$ cat src/rtl/usr_pkg.sv
// usr_pkg: shared debounce FSM encodings and default cycle constants
package usr_pkg;

    typedef enum logic [1:0] {
        RELEASED    = 2'd0,
        CHK_PRESS   = 2'd1,
        PRESSED     = 2'd2,
        CHK_RELEASE = 2'd3
    } db_state_e;

    localparam int DEF_DEBOUNCE_CYCLES = 1_000_000;
    localparam int DEF_REPEAT_DELAY    = 50_000_000;
    localparam int DEF_REPEAT_RATE     = 10_000_000;

    function automatic int max2(input int a, input int b);
        return (a > b) ? a : b;
    endfunction

endpackage

$ cat src/rtl/sync_2ff.sv
// sync_2ff: two-flop synchroniser for an asynchronous board input
module sync_2ff (
    input  logic clk,
    input  logic rst,
    input  logic d,
    output logic q
);

    logic s1_d, s1_q, s2_d, s2_q;

    // shift the raw level through two flops
    always_comb begin
        s1_d = d;
        s2_d = s1_q;
    end

    // synchroniser flops, cleared asynchronously
    always_ff @(posedge clk or posedge rst) begin
        if (rst) begin
            s1_q <= 1'b0;
            s2_q <= 1'b0;
        end else begin
            s1_q <= s1_d;
            s2_q <= s2_d;
        end
    end

    assign q = s2_q;

endmodule

$ cat src/rtl/switch_debounce_step.sv
// switch_debounce_step: debounced switch with press/release/repeat pulses and STEP strobe
module switch_debounce_step
    import usr_pkg::*;
#(
    parameter int DEBOUNCE_CYCLES = DEF_DEBOUNCE_CYCLES,
    parameter int REPEAT_DELAY    = DEF_REPEAT_DELAY,
    parameter int REPEAT_RATE     = DEF_REPEAT_RATE
) (
    input  logic CLK,
    input  logic RST,
    input  logic SWITCH,
    output logic DEBOUNCED,
    output logic PRESS_PULSE,
    output logic RELEASE_PULSE,
    output logic REPEAT_PULSE,
    output logic STEP
);

    localparam int CW = $clog2(DEBOUNCE_CYCLES + 1);
    localparam int RW = $clog2(max2(max2(REPEAT_DELAY, REPEAT_RATE), 1) + 1);
    localparam logic [CW-1:0] CNT_LAST = CW'(DEBOUNCE_CYCLES - 1);
    localparam logic [RW-1:0] REP_DELAY = RW'(REPEAT_DELAY);
    localparam logic [RW-1:0] REP_RATE = RW'(REPEAT_RATE);
    localparam bit REP_EN = REPEAT_DELAY > 0;

    logic s2;
    db_state_e state_d, state_q;
    logic [CW-1:0] cnt_d, cnt_q;
    logic [RW-1:0] rep_cnt_d, rep_cnt_q;
    logic rep_first_d, rep_first_q;
    logic rep_fire;
    logic deb_d, deb_q, press_d, press_q, release_d, release_q, repeat_d, repeat_q, step_d, step_q;

    sync_2ff u_sync (
        .clk(CLK),
        .rst(RST),
        .d  (SWITCH),
        .q  (s2)
    );

    // debounce FSM: a change is accepted only after DEBOUNCE_CYCLES stable samples
    always_comb begin
        state_d = state_q;
        cnt_d   = cnt_q;
        case (state_q)
            RELEASED: if (s2) begin
                state_d = CHK_PRESS;
                cnt_d   = '0;
            end
            CHK_PRESS:
                if (!s2) state_d = RELEASED;
                else if (cnt_q == CNT_LAST) state_d = PRESSED;
                else cnt_d = cnt_q + 1'b1;
            PRESSED: if (!s2) begin
                state_d = CHK_RELEASE;
                cnt_d   = '0;
            end
            CHK_RELEASE:
                if (s2) state_d = PRESSED;
                else if (cnt_q == CNT_LAST) state_d = RELEASED;
                else cnt_d = cnt_q + 1'b1;
            default: state_d = RELEASED;
        endcase
    end

    // FSM state and debounce counter
    always_ff @(posedge CLK or posedge RST) begin
        if (RST) begin
            state_q <= RELEASED;
            cnt_q   <= '0;
        end else begin
            state_q <= state_d;
            cnt_q   <= cnt_d;
        end
    end

    assign rep_fire = REP_EN && state_q == PRESSED && rep_cnt_q == (rep_first_q ? REP_DELAY : REP_RATE);

    // hold-repeat counter: counts only in PRESSED, so a release bounce just pauses the cadence
    always_comb begin
        rep_cnt_d   = rep_cnt_q;
        rep_first_d = rep_first_q;
        if (state_q == CHK_PRESS && state_d == PRESSED) begin
            rep_cnt_d   = '0;
            rep_first_d = 1'b1;
        end else if (state_q == CHK_RELEASE && state_d == RELEASED) begin
            rep_cnt_d = '0;
        end else if (rep_fire) begin
            rep_cnt_d   = RW'(1);
            rep_first_d = 1'b0;
        end else if (REP_EN && state_q == PRESSED) begin
            rep_cnt_d = rep_cnt_q + 1'b1;
        end
    end

    // repeat counter registers
    always_ff @(posedge CLK or posedge RST) begin
        if (RST) begin
            rep_cnt_q   <= '0;
            rep_first_q <= 1'b1;
        end else begin
            rep_cnt_q   <= rep_cnt_d;
            rep_first_q <= rep_first_d;
        end
    end

    // output decode: edges are detected as the registered level lagging the FSM state
    always_comb begin
        deb_d     = state_q == PRESSED || state_q == CHK_RELEASE;
        press_d   = state_q == PRESSED && !deb_q;
        release_d = state_q == RELEASED && deb_q;
        repeat_d  = rep_fire;
        step_d    = press_d | rep_fire;
    end

    // registered outputs
    always_ff @(posedge CLK or posedge RST) begin
        if (RST) begin
            deb_q     <= 1'b0;
            press_q   <= 1'b0;
            release_q <= 1'b0;
            repeat_q  <= 1'b0;
            step_q    <= 1'b0;
        end else begin
            deb_q     <= deb_d;
            press_q   <= press_d;
            release_q <= release_d;
            repeat_q  <= repeat_d;
            step_q    <= step_d;
        end
    end

    assign DEBOUNCED     = deb_q;
    assign PRESS_PULSE   = press_q;
    assign RELEASE_PULSE = release_q;
    assign REPEAT_PULSE  = repeat_q;
    assign STEP          = step_q;

endmodule
$ cat config.mk
export PLATFORM = sky130hd
export DESIGN_NAME = switch_debounce_step
export DESIGN_NICKNAME = d
export VERILOG_FILES = /design/src/rtl/usr_pkg.sv /design/src/rtl/sync_2ff.sv /design/src/rtl/switch_debounce_step.sv
export SDC_FILE = /design/constraint.sdc
export NUM_CORES = 1
export LEC_CHECK = 0
export CAP_MARGIN = 20
export CORE_UTILIZATION = 61
export DETAILED_ROUTE_END_ITERATION = 7
export GPL_ROUTABILITY_DRIVEN = 1
export PLACE_DENSITY = 0.79
export SLEW_MARGIN = 15
export SYNTH_ARGS = -nofsm -noshare
export SYNTH_HDL_FRONTEND = slang
export SYNTH_HIERARCHICAL = 1
export SYNTH_SLANG_ARGS = --single-unit
$ cat constraint.sdc
create_clock -name CLK -period 3.65 [get_ports CLK]
set_clock_uncertainty 0.1 [all_clocks]
set_input_delay 1.095 -clock CLK [delete_from_list [all_inputs] [get_ports CLK]]
set_output_delay 1.095 -clock CLK [all_outputs]
set_load 0.02 [all_outputs]
## Yosys cells after proc, flatten, opt, wreduce, memory -nomap -nowiden

Cells that the tools add are included.

| cells by class | value |
|---|---|
| add/subtract/negate cells | 2 |
| multiplexer cells | 21 |
| reductions and logical operators | 13 |
| eq/ne operators | 11 |
| bitwise operators | 1 |

Operators with widths:

| operator | count |
|---|---|
| $mux W26 | 5 |
| $mux W20 | 5 |
| $pmux W20 S4 | 1 |
| $add A26 B1 Y26 const B | 1 |
| $eq A26 B26 Y1 | 1 |
| $add A20 B1 Y20 const B | 1 |
| $eq A20 B20 Y1 const B | 1 |
| $mux W2 | 6 |
| $pmux W2 S4 | 1 |
| $eq A2 B2 Y1 const B | 3 |
| $ne A2 B2 Y1 const B | 3 |
| $logic_and A1 B1 Y1 | 5 |
| $logic_not A2 Y1 | 2 |
| $ne A2 B1 Y1 const B | 2 |
| $reduce_and A4 Y1 | 1 |
| $reduce_bool A4 Y1 | 1 |
| $mux W1 | 3 |
| $eq A2 B1 Y1 const B | 1 |
| $reduce_and A2 Y1 | 1 |
| $reduce_bool A2 Y1 | 1 |
| $logic_not A1 Y1 | 1 |
| $logic_or A1 B1 Y1 | 1 |
| $or A1 B1 Y1 | 1 |

| storage, ports and cells | value |
|---|---|
| input port bits | 3 |
| register bits | 56 |
| output and inout port bits | 5 |
| logic and storage cells | 59 |

## Longest topological paths before layout

Gate-level depths: netlist (run 1).

| depth | value |
|---|---|
| depth in word-level cells | 8 |
| depth in mapped cells | 9 |
| gate-level depth less buffers | 7 |

## Cells and area by module

Netlist (run 1), hierarchy kept.

By module, submodules not included:

| module | times used | area each (µm²) | sequential area each (µm²) | cells each |
|---|---|---|---|---|
| switch_debounce_step | 1 | 2,906.5 | 1,352.5 | 318 |
| sync_2ff | 1 | 53.8 | 50.0 | 3 |

## Least setup slack after synthesis (run 1)

Ideal clock, no wire load.

| timing | value |
|---|---|
| path type | register -> register |
| start point | reg cnt_q[0] |
| end point | reg rep_cnt_q[23] |
| arrival time | 2,356 ps |
| path buffers | 2 |
| required time | 3,472 ps |
| path slack | 1,116 ps |
| stages on the path, launching flop included | 9 |
| setup time | 78 ps |
| cells stage by stage | dfrtp_1 > ha_1 > nand3_2 > or4_1 > buf_2 > o31a_1 > buf_2 > or4_1 > a21oi_1 |

| on the way | value |
|---|---|
| word-level cells in the longest chain between the ends | 8 |
| elaborated cells between the ends (all ways) | 13 |
| classes of those cells | eq/ne (2); mux (7); reduce/logical (4) |

RTL lines:

| item | RTL line | text |
|---|---|---|
| start: declaration | switch_debounce_step.sv:28 | `logic [CW-1:0] cnt_d, cnt_q;` |
| start signal: assignment | switch_debounce_step.sv:73 | `cnt_q <= cnt_d;` |
| $eq A20 B20 Y1 (*) | switch_debounce_step.sv:52, switch_debounce_step.sv:60 |  |
| $mux W2 (on tied branches) | switch_debounce_step.sv:60, switch_debounce_step.sv:52 |  |
| $mux W2 (on tied branches) | switch_debounce_step.sv:59, switch_debounce_step.sv:51 |  |
| $pmux W2 S4 (*) | switch_debounce_step.sv:45 | `case (state_q)` |
| $logic_not A2 Y1 | switch_debounce_step.sv:86 | `end else if (state_q == CHK_RELEASE && state_d == RELEASED) begin` |
| $logic_and A1 B1 Y1 | switch_debounce_step.sv:86 |  |
| $mux W26 | switch_debounce_step.sv:86 |  |
| $mux W26 | switch_debounce_step.sv:83 | `if (state_q == CHK_PRESS && state_d == PRESSED) begin` |
| end signal: assignment | switch_debounce_step.sv:102 | `rep_cnt_q <= rep_cnt_d;` |
| end: declaration | switch_debounce_step.sv:29 | `logic [RW-1:0] rep_cnt_d, rep_cnt_q;` |

Mark *: on every way between the ends. The rest lies on a longest branch, timed or not.
A chain may end at the register's enable or synchronous reset.

## Final worst setup path (run 1)

| timing | value |
|---|---|
| start point | reg cnt_q[0] |
| end point | reg rep_cnt_q[25] |

Same word-level chain as after synthesis.

==> impl_metrics.py, run 1 <==
metrics = {
    "outcome": {
        "outcome": "finished clean",
    },
    "power": {
        "p_leak_nw": 1.31,
        "ir_drop_uv": 212,
        "combPwrFrac_pct": 4.0,
        "power.total_w": 0.00105,
        "p_seq_share_pct": 60.4,
        "p_int_w": 0.000812,
        "p_sw_w": 0.000236,
        "p_sw_share_pct": 22.5,
        "pwr-share-clk_pct": 35.6,
        "power.density_nw_per_um2": 328,
    },
    "worst_setup_path": {
        "path_class": "reg2reg",
        "cp.required_ns": 3.78,
        "critPathCaptureType": "register",
        "critPathLaunchType": "register",
        "arrival_ns": 3.03,
        "reg2reg_slack_ns": 0.75,
        "cp_max_fo": 22,
    },
    "die": {
        "core_um2": 4500,
        "die_x_um": 71.7,
        "rows": 24,
        "start_util_pct": 65.7,
        "die-area_um2": 5140,
        "io_pins": 8,
        "die_h_um": 71.7,
    },
    "cells_and_area": {
        "drive_gt1_share_pct": 6.69,
        "final_area_um2": 3190,
        "antennaDiodeCount": 0,
        "area_growth_pct": 7.73,
        "most-common-layout-cells": "dfrtp_1 (55), nand2_1 (31), a21oi_1 (23)",
        "final_common_cell": "dfrtp_1",
        "final_nets": 334,
    },
    "sta": {
        "whs_ns": 0.271,
        "finalHoldViolations": 0,
        "setup_slack_ns": 0.753,
        "grt_setup_unrepaired": "false",
        "fmaxAchievable_mhz": 345,
        "timing.final.crit_share_pct": 79.4,
        "slew_headroom_pct": 51.7,
        "period_needed_ns": 2.90,
        "setup_viol": 0,
        "tightest_slew_ns": 0.718,
        "fin_tns_setup_ns": 0,
        "finalMaxSlewViolations": 0,
    },
    "global_routing": {
        "grt_pass1_wl_um": 11800,
        "track_usage_pct": 29.3,
        "grt_pass1_vias": 2518,
        "antenna_found_initial": 0,
        "grt_max_degree": 25,
        "grt_overflow": 0,
    },
    "drt": {
        "wl_per_cell_um": 17.4,
        "routed_wl_um": 6610,
        "vias_per_cell": 6.84,
        "drc": 0,
        "ant_nets": 0,
        "num_vias": 2605,
        "dr.pass1.iters": 5,
        "drtIter0Drc": 296,
    },
    "flow_run": {
        "drv_cap": 0,
    },
    "placed_design": {
        "io_buffer_count": 7,
        "gp_congestion": 0.887,
        "placed_cell_area_um2": 3090,
        "hpwl_um": 4500,
        "pre_cts_ws_ns": 0.796,
    },
    "synth": {
        "postSynthAreaPerCell_um2": 9.22,
        "synth_seq_cells": 56,
        "ys_warn_count": 6,
        "async_flop_share_pct": 100,
        "synth.yosys.seq_area_share_pct": 47.4,
        "synth.top_cells.by_area": "dfrtp_1 (46%), nand2_1 (3.9%), a21oi_1 (3.9%), or4_1 (3.6%), or3_1 (3.2%)",
        "netlist_instances": 321,
        "synth_ff_type": "dfrtp_1",
        "synth_edf_count": 0,
        "yosysTopAreaCellShare_pct": 46.5,
        "yosys.area.top_type": "dfrtp_1",
        "syn_area_um2": 2960,
        "synth_cell_types": 46,
        "synthesis.nets": 327,
    },
    "clock_tree": {
        "cts.repair.resized": 0,
        "clkLatencyLatePin_ns": 0.32,
        "cts_tree": "yes",
        "clk_path_buf_depth": 2,
        "hold_buffers": 0,
        "clock-sinks": 56,
        "cts_setup_buffers": 0,
        "clk_pin_slew_worst_paths_ns": 0.10,
        "cts_buffers": 5,
        "clockRootBuffer": "clkbuf_8",
        "htree_levels": 2,
    },
    "hold_path": {
        "hp-class": "reg2reg",
    },
}
-- power by group through the flow --
| stage | clock [W] | combinational, W | sequential [W] |
|---|---|---|---|
| finish | 0.000373 | 0.0000418 | 0.000633 |
| global route | 0.000394 | 0.0000479 | 0.000634 |
| CTS | 0.000377 | 0.0000423 | 0.000633 |
| detailed placement | 0 | 0.0000423 | 0.000645 |
| global placement | 0 | 0.0000417 | 0.000644 |
| floorplan | 0 | 0.0000276 | 0.000644 |
-- worst max-delay path, stage by stage, from the launching register on --
cell     delay [ns]
dfrtp_1        0.41
ha_1           0.23
nand3_2        0.13
or4_1          0.66
o31a_1         0.55
or4b_1         0.54
a21oi_1        0.19
-- layout make-up --
type                    instances  area, um2
repair buffers                 13        115
flip-flops and latches         56       1400
inverters                      14       52.6
clock buffers                   8        100
well taps                      52       65.1
multi-input cells             238       1450
fillers                       369       1320
-- routing by layer --
metal  share of wire (%)  wire, um  up-vias  track usage [%]
met3                 6.9       457       12             4.92
met5                   0         0        -                0
met4                 1.2        78        0             9.15
met1                  47      3110     1274             42.6
li1                    -         -     1219                -
met2                  45      2970      100             45.3
-- synthesized netlist by cell type, types with 2 or more instances --
library cell and number:
o211ai_1 2, o31a_1 2, ha_1 3, o22ai_1 2, or4b_2 2, o221ai_1 3
nor2_1 21, nor4b_1 3, o21ai_0 17, nand3_1 18, mux2i_1 2, and4_1 3
nand3b_1 3, nand4_1 14, clkbuf_1 11, a31oi_1 2, inv_1 14, or4_1 14
o31ai_1 10, or3_1 15, xor2_1 9, nand2_1 31, dfrtp_1 55, mux2_2 3
and3_1 6, xnor2_1 2, a21oi_1 23, nor3_1 6, a22o_1 4, nor4_1 4
buf_2 2
-- through the flow --
stage / util [%] / instances
2_1_floorplan: - / 321
3_3_place_gp: 68.6 / 373
3_5_place_dp: 68.6 / 373
4_1_cts: 70.8 / 381
5_1_grt: 70.8 / 381
6_report: 70.8 / 381
-- kinds of logic after synthesis --
family / after synthesis / synth area share (%)
buffers and inverters: 27 / 3.51
AND/OR/NAND/NOR: 149 / 28.2
XOR/XNOR: 11 / 3.25
adder cells (fa/ha/maj): 3 / 1.27
flip-flops: 56 / 47.4
multiplexers: 5 / 1.82
AO/OA/AOI/OAI: 70 / 14.6
-- flip-flops by register name, indices dropped and copies added (netlist names) --
register / flops
PRESS_PULSE: 1
cnt_q: 20
u_sync/q: 1
rep_cnt_q: 26
RELEASE_PULSE: 1
STEP: 1
DEBOUNCED: 1
state_q: 2
REPEAT_PULSE: 1
rep_first_q: 1
u_sync/s1_q: 1
-- path summary, 6_finish.rpt --
kind | start | endpoint | cells past startpoint
worst max-delay path | cnt_q[0] | rep_cnt_q[25] | 6
worst min-delay path | u_sync/s1_q | u_sync/q | 0
worst max register to register | cnt_q[0] | rep_cnt_q[25] | 6
worst min register to register | u_sync/s1_q | u_sync/q | 0
max in group asynchronous | RST | rep_first_q | 3
min in group asynchronous | RST | u_sync/q | 2
Note: power is estimated with default switching activity, not from simulation.
==> run 2: changes to the inputs <==
Clock period 3.65 ns to 2.75 ns, I/O delays scaled along.
==> impl_metrics.py, run 2 (synthesis results as in run 1) <==
metrics = {
    "worst_setup_path": {
        "arrival_ns": 2.73,
        "cp.required_ns": 2.89,
        "critPathLaunchType": "register",
        "critPathCaptureType": "register",
        "path_class": "reg2reg",
        "reg2reg_slack_ns": 0.16,
        "cp_max_fo": 19,
    },
    "drt": {
        "drtIter0Drc": 308,
        "vias_per_cell": 6.78,
        "ant_nets": 0,
        "wl_per_cell_um": 17.9,
        "dr.pass1.iters": 7,
        "drc": 0,
        "routed_wl_um": 7060,
        "num_vias": 2673,
    },
    "global_routing": {
        "grt_overflow": 0,
        "grt_pass1_wl_um": 11900,
        "grt_max_degree": 55,
        "track_usage_pct": 30.0,
        "grt_pass1_vias": 2468,
        "antenna_found_initial": 0,
    },
    "outcome": {
        "outcome": "finished clean",
    },
    "die": {
        "die-area_um2": 5140,
        "rows": 24,
        "die_h_um": 71.7,
        "core_um2": 4500,
        "die_x_um": 71.7,
        "start_util_pct": 65.7,
        "io_pins": 8,
    },
    "cells_and_area": {
        "antennaDiodeCount": 0,
        "area_growth_pct": 12.5,
        "largest_reg_flops": 26,
        "fin_cells": 394,
        "top_register": "rep_cnt_q",
        "final_common_cell": "dfrtp_1",
        "most-common-layout-cells": "dfrtp_1 (55), nand2_1 (31), a21oi_1 (23)",
        "drive_gt1_share_pct": 11.1,
        "final_nets": 347,
        "nFillCells": 335,
        "top_regs": "rep_cnt_q (26), cnt_q (20), state_q (2)",
    },
    "sta": {
        "finalMaxSlewViolations": 0,
        "fmaxAchievable_mhz": 387,
        "tightest_slew_ns": 0.604,
        "whs_ns": 0.266,
        "grt_setup_unrepaired": "false",
        "period_needed_ns": 2.59,
        "setup_viol": 0,
        "fin_tns_setup_ns": 0,
        "timing.final.crit_share_pct": 94.0,
        "finalHoldViolations": 0,
        "setup_slack_ns": 0.165,
        "slew_headroom_pct": 59.6,
    },
    "clock_tree": {
        "clk_pin_slew_worst_paths_ns": 0.09,
        "cts_tree": "yes",
        "hold_buffers": 0,
        "cts_buffers": 5,
        "clk_path_buf_depth": 2,
        "clock-sinks": 56,
        "clkLatencyLatePin_ns": 0.31,
        "htree_levels": 2,
        "clockRootBuffer": "clkbuf_8",
    },
    "flow_run": {
        "drv_cap": 0,
    },
    "placed_design": {
        "post-place-cells": 385,
        "gp_congestion": 0.848,
        "hpwl_um": 4770,
        "io_buffer_count": 7,
        "pre_cts_ws_ns": 0.0252,
    },
    "hold_path": {
        "hp-class": "reg2reg",
    },
    "power": {
        "p_leak_nw": 1.44,
        "power.density_nw_per_um2": 432,
        "power.total_w": 0.00144,
        "ir_drop_uv": 393,
    },
}
## run 2: where the power goes
part / leakage (nW) / internal [W] / switching [W]
Clock: 0.0552 / 0.000271 / 0.000267
Sequential: 0.770 / 0.000831 / 0.0000106
Combinational: 0.616 / 0.0000188 / 0.0000410
## run 2: metrics by stage
stage,instance area [um2],util (%)
floorplan,2960,-
global placement,3190,70.9
detailed placement,3190,70.9
CTS,3300,73.3
global route,3330,73.9
finish,3330,73.9
## run 2: layout make-up
class	instances	area, um2	area share [%]
Clock inverter	2	35.0	1.05
Multi-Input combinational cell	239	1490	44.6
Timing Repair Buffer	25	218	6.54
Clock buffer	6	72.6	2.18
Tap cell	52	65.1	1.95
Sequential cell	56	1400	42.1
Inverter	14	52.6	1.58
## run 2: worst paths after layout
path,startpoint,to,cells past startpoint
hold reg to reg,u_sync/s1_q,u_sync/q,0
setup / recovery,cnt_q[0],rep_cnt_q[22],6
max in group asynchronous,RST,rep_first_q,3
setup reg to reg,cnt_q[0],rep_cnt_q[22],6
min in group asynchronous,RST,u_sync/s1_q,2
hold / removal,u_sync/s1_q,u_sync/q,0
## run 2: routing by layer
layer	GRT usage (%)	vias to the layer above	wire [um]
met1	45.7	1293	3300
met2	43.5	121	3150
met5	0	-	0
met3	4.78	12	500
li1	-	1247	-
met4	10.7	0	114
## run 2: worst max-delay path, stage by stage (launching register included)
cell     delay, ns
dfrtp_1       0.43
ha_1          0.23
nand3_2       0.10
or4_4         0.57
o31a_4        0.44
or4_1         0.48
a21oi_1       0.16
## run 2: timing repair
action                                  4_1_cts  5_1_grt
endpoints found under the hold margin         0        0
pin swaps                                     0        1
buffers inserted                              0        0
endpoints found under the setup margin        2       10
cloned                                        0        1
resized for setup                             1        4
==> run 3: changes to the inputs <==
Settings changed: CORE_UTILIZATION 61 to 55, PLACE_DENSITY 0.79 to 0.75.
Clock period 2.75 ns to 2.1 ns, I/O delays scaled along.
==> impl_metrics.py, run 3 (synthesis results as in run 1) <==
metrics = {
    "power": {
        "ir_drop_uv": 404,
        "combPwrFrac_pct": 6.4,
        "pwr-share-clk_pct": 40.4,
        "p_leak_nw": 1.87,
        "p_seq_share_pct": 53.2,
        "power.density_nw_per_um2": 491,
        "power.total_w": 0.00206,
        "p_int_w": 0.00163,
        "p_sw_w": 0.000435,
        "p_sw_share_pct": 21.1,
    },
    "cells_and_area": {
        "top_regs": "rep_cnt_q (26), cnt_q (20), state_q (2)",
        "fin_cells": 484,
        "nFillCells": 306,
        "drive_gt1_share_pct": 35.7,
        "final_nets": 419,
        "multiInputGateArea_um2": 1680,
        "top_register": "rep_cnt_q",
        "antennaDiodeCount": 0,
        "most-common-layout-cells": "buf_4 (77), dfrtp_1 (55), nand2_1 (31)",
        "regArea_um2": 1400,
        "largest_reg_flops": 26,
        "area_growth_pct": 41.7,
        "final_common_cell": "buf_4",
    },
    "placed_design": {
        "post-place-cells": 459,
        "io_buffer_count": 7,
        "hpwl_um": 5270,
        "gp_congestion": 0.843,
    },
    "global_routing": {
        "grt_pass1_vias": 2656,
        "use_met3_pct": 7.41,
        "grt_pass1_wl_um": 12400,
        "grt_overflow": 0,
        "track_usage_pct": 29.4,
        "grt_busiest_layer": "met2",
        "gr-usage-met2_pct": 44.9,
        "antenna_found_initial": 0,
        "grt_max_degree": 55,
        "grt.met1_usage_pct": 41.4,
    },
    "hold_path": {
        "hp-class": "reg2reg",
        "hold_depth": 0,
    },
    "drt": {
        "vias_per_cell": 6.57,
        "drtIter0Drc": 313,
        "wl_per_cell_um": 19.1,
        "dr.pass1.iters": 5,
        "routed_wl_um": 9240,
        "ant_nets": 0,
        "drc": 0,
        "num_vias": 3179,
    },
    "clock_tree": {
        "clock-sinks": 56,
        "cts_tree": "yes",
        "htree_levels": 2,
        "clockRootBuffer": "clkbuf_8",
        "clk_pin_slew_worst_paths_ns": 0.10,
        "clkLatencyLatePin_ns": 0.32,
        "clk_path_buf_depth": 2,
        "cts_buffers": 5,
    },
    "worst_setup_path": {
        "path_class": "reg2reg",
        "critPathCaptureType": "register",
        "cp.required_ns": 2.24,
        "critPathLaunchType": "register",
        "arrival_ns": 2.56,
        "reg2regPathDepth": 7,
        "cp_max_fo": 5,
    },
    "sta": {
        "period_needed_ns": 2.42,
        "setup_slack_ns": -0.315,
        "setup_viol": 39,
        "timing.final.crit_share_pct": 115,
        "fmaxAchievable_mhz": 414,
        "slew_headroom_pct": 54.0,
        "tightest_slew_ns": 0.685,
        "fin_tns_setup_ns": -6.08,
        "finalMaxSlewViolations": 0,
        "grt_setup_unrepaired": "true",
        "finalHoldViolations": 0,
    },
    "outcome": {
        "outcome": "complete, but fails checks",
        "failed_checks": "setup timing",
    },
    "die": {
        "die-area_um2": 5680,
        "die_x_um": 75.4,
        "io_pins": 8,
        "rows": 26,
        "start_util_pct": 57.6,
        "die_h_um": 75.4,
        "core_um2": 5140,
    },
    "flow_run": {
        "drv_cap": 0,
    },
}
run 3: changes by cell type in the layout (fill, tap and decap cells not counted), moves of 8 or more:
| cell | delta |
|---|---|
| o21ai_0 | -8 |
| a21oi_1 | -13 |
| buf_4 | +60 |
| buf_6 | +9 |
| a21oi_2 | +13 |
run 3: path summary, 6_finish.rpt:
path | startpoint | endpoint | slack, ns
min | u_sync/s1_q | u_sync/q | 0.27
min in group asynchronous | RST | u_sync/q | 0.40
max reg2reg | cnt_q[11] | rep_cnt_q[21] | -0.32
max in group asynchronous | RST | rep_first_q | 1.00
min reg2reg | u_sync/s1_q | u_sync/q | 0.27
max | cnt_q[11] | rep_cnt_q[21] | -0.32
run 3: final cells by class:
| class | count | area share, % |
|---|---|---|
| Clock buffer | 6 | 1.73 |
| Clock inverter | 2 | 1.43 |
| Inverter | 14 | 1.25 |
| Multi-Input combinational cell | 239 | 40.1 |
| Sequential cell | 56 | 33.4 |
| Tap cell | 70 | 2.09 |
| Timing Repair Buffer | 97 | 20.0 |
run 3: through the flow:
stage / instance area, um2 / setup WS [ns] / util, % / hold WS (ns)
6_report: 4190 / -0.315 / 81.6 / 0.274
5_1_grt: 4190 / -0.391 / 81.6 / 0.286
4_1_cts: 3890 / -0.248 / 75.8 / 0.272
3_5_place_dp: 3670 / -0.273 / 71.3 / 0.248
3_3_place_gp: 3670 / -0.255 / 71.3 / 0.238
2_1_floorplan: 3000 / -0.276 / - / 0.231
run 3: routing by layer:
layer / up-vias / wire length (um)
met4: 0 / 307
li1: 1383 / -
met1: 1546 / 3740
met2: 204 / 4350
met3: 46 / 842
met5: - / 0
run 3: power groups by stage:
stage	sequential (W)	combinational, W	clock (W)
floorplan	0.00112	0.0000500	0
global placement	0.00112	0.000107	0
detailed placement	0.00112	0.000109	0
CTS	0.00109	0.000116	0.000838
global route	0.00110	0.000145	0.000869
finish	0.00110	0.000133	0.000832
run 3: worst max-delay path: stages (launching register included):
cell      delay [ns]
dfrtp_1         0.40
nand4b_1        0.19
or4_4           0.57
buf_6           0.15
o31a_1          0.31
buf_4           0.17
or3_1           0.30
a21oi_1         0.14
run 3: repair_timing:
action,in CTS,in global routing
buffers inserted,8,6
hold buffers,0,0
gates resized for setup,6,53
pin swaps,6,8
cloned,1,2
endpoints found under the setup margin,28,35
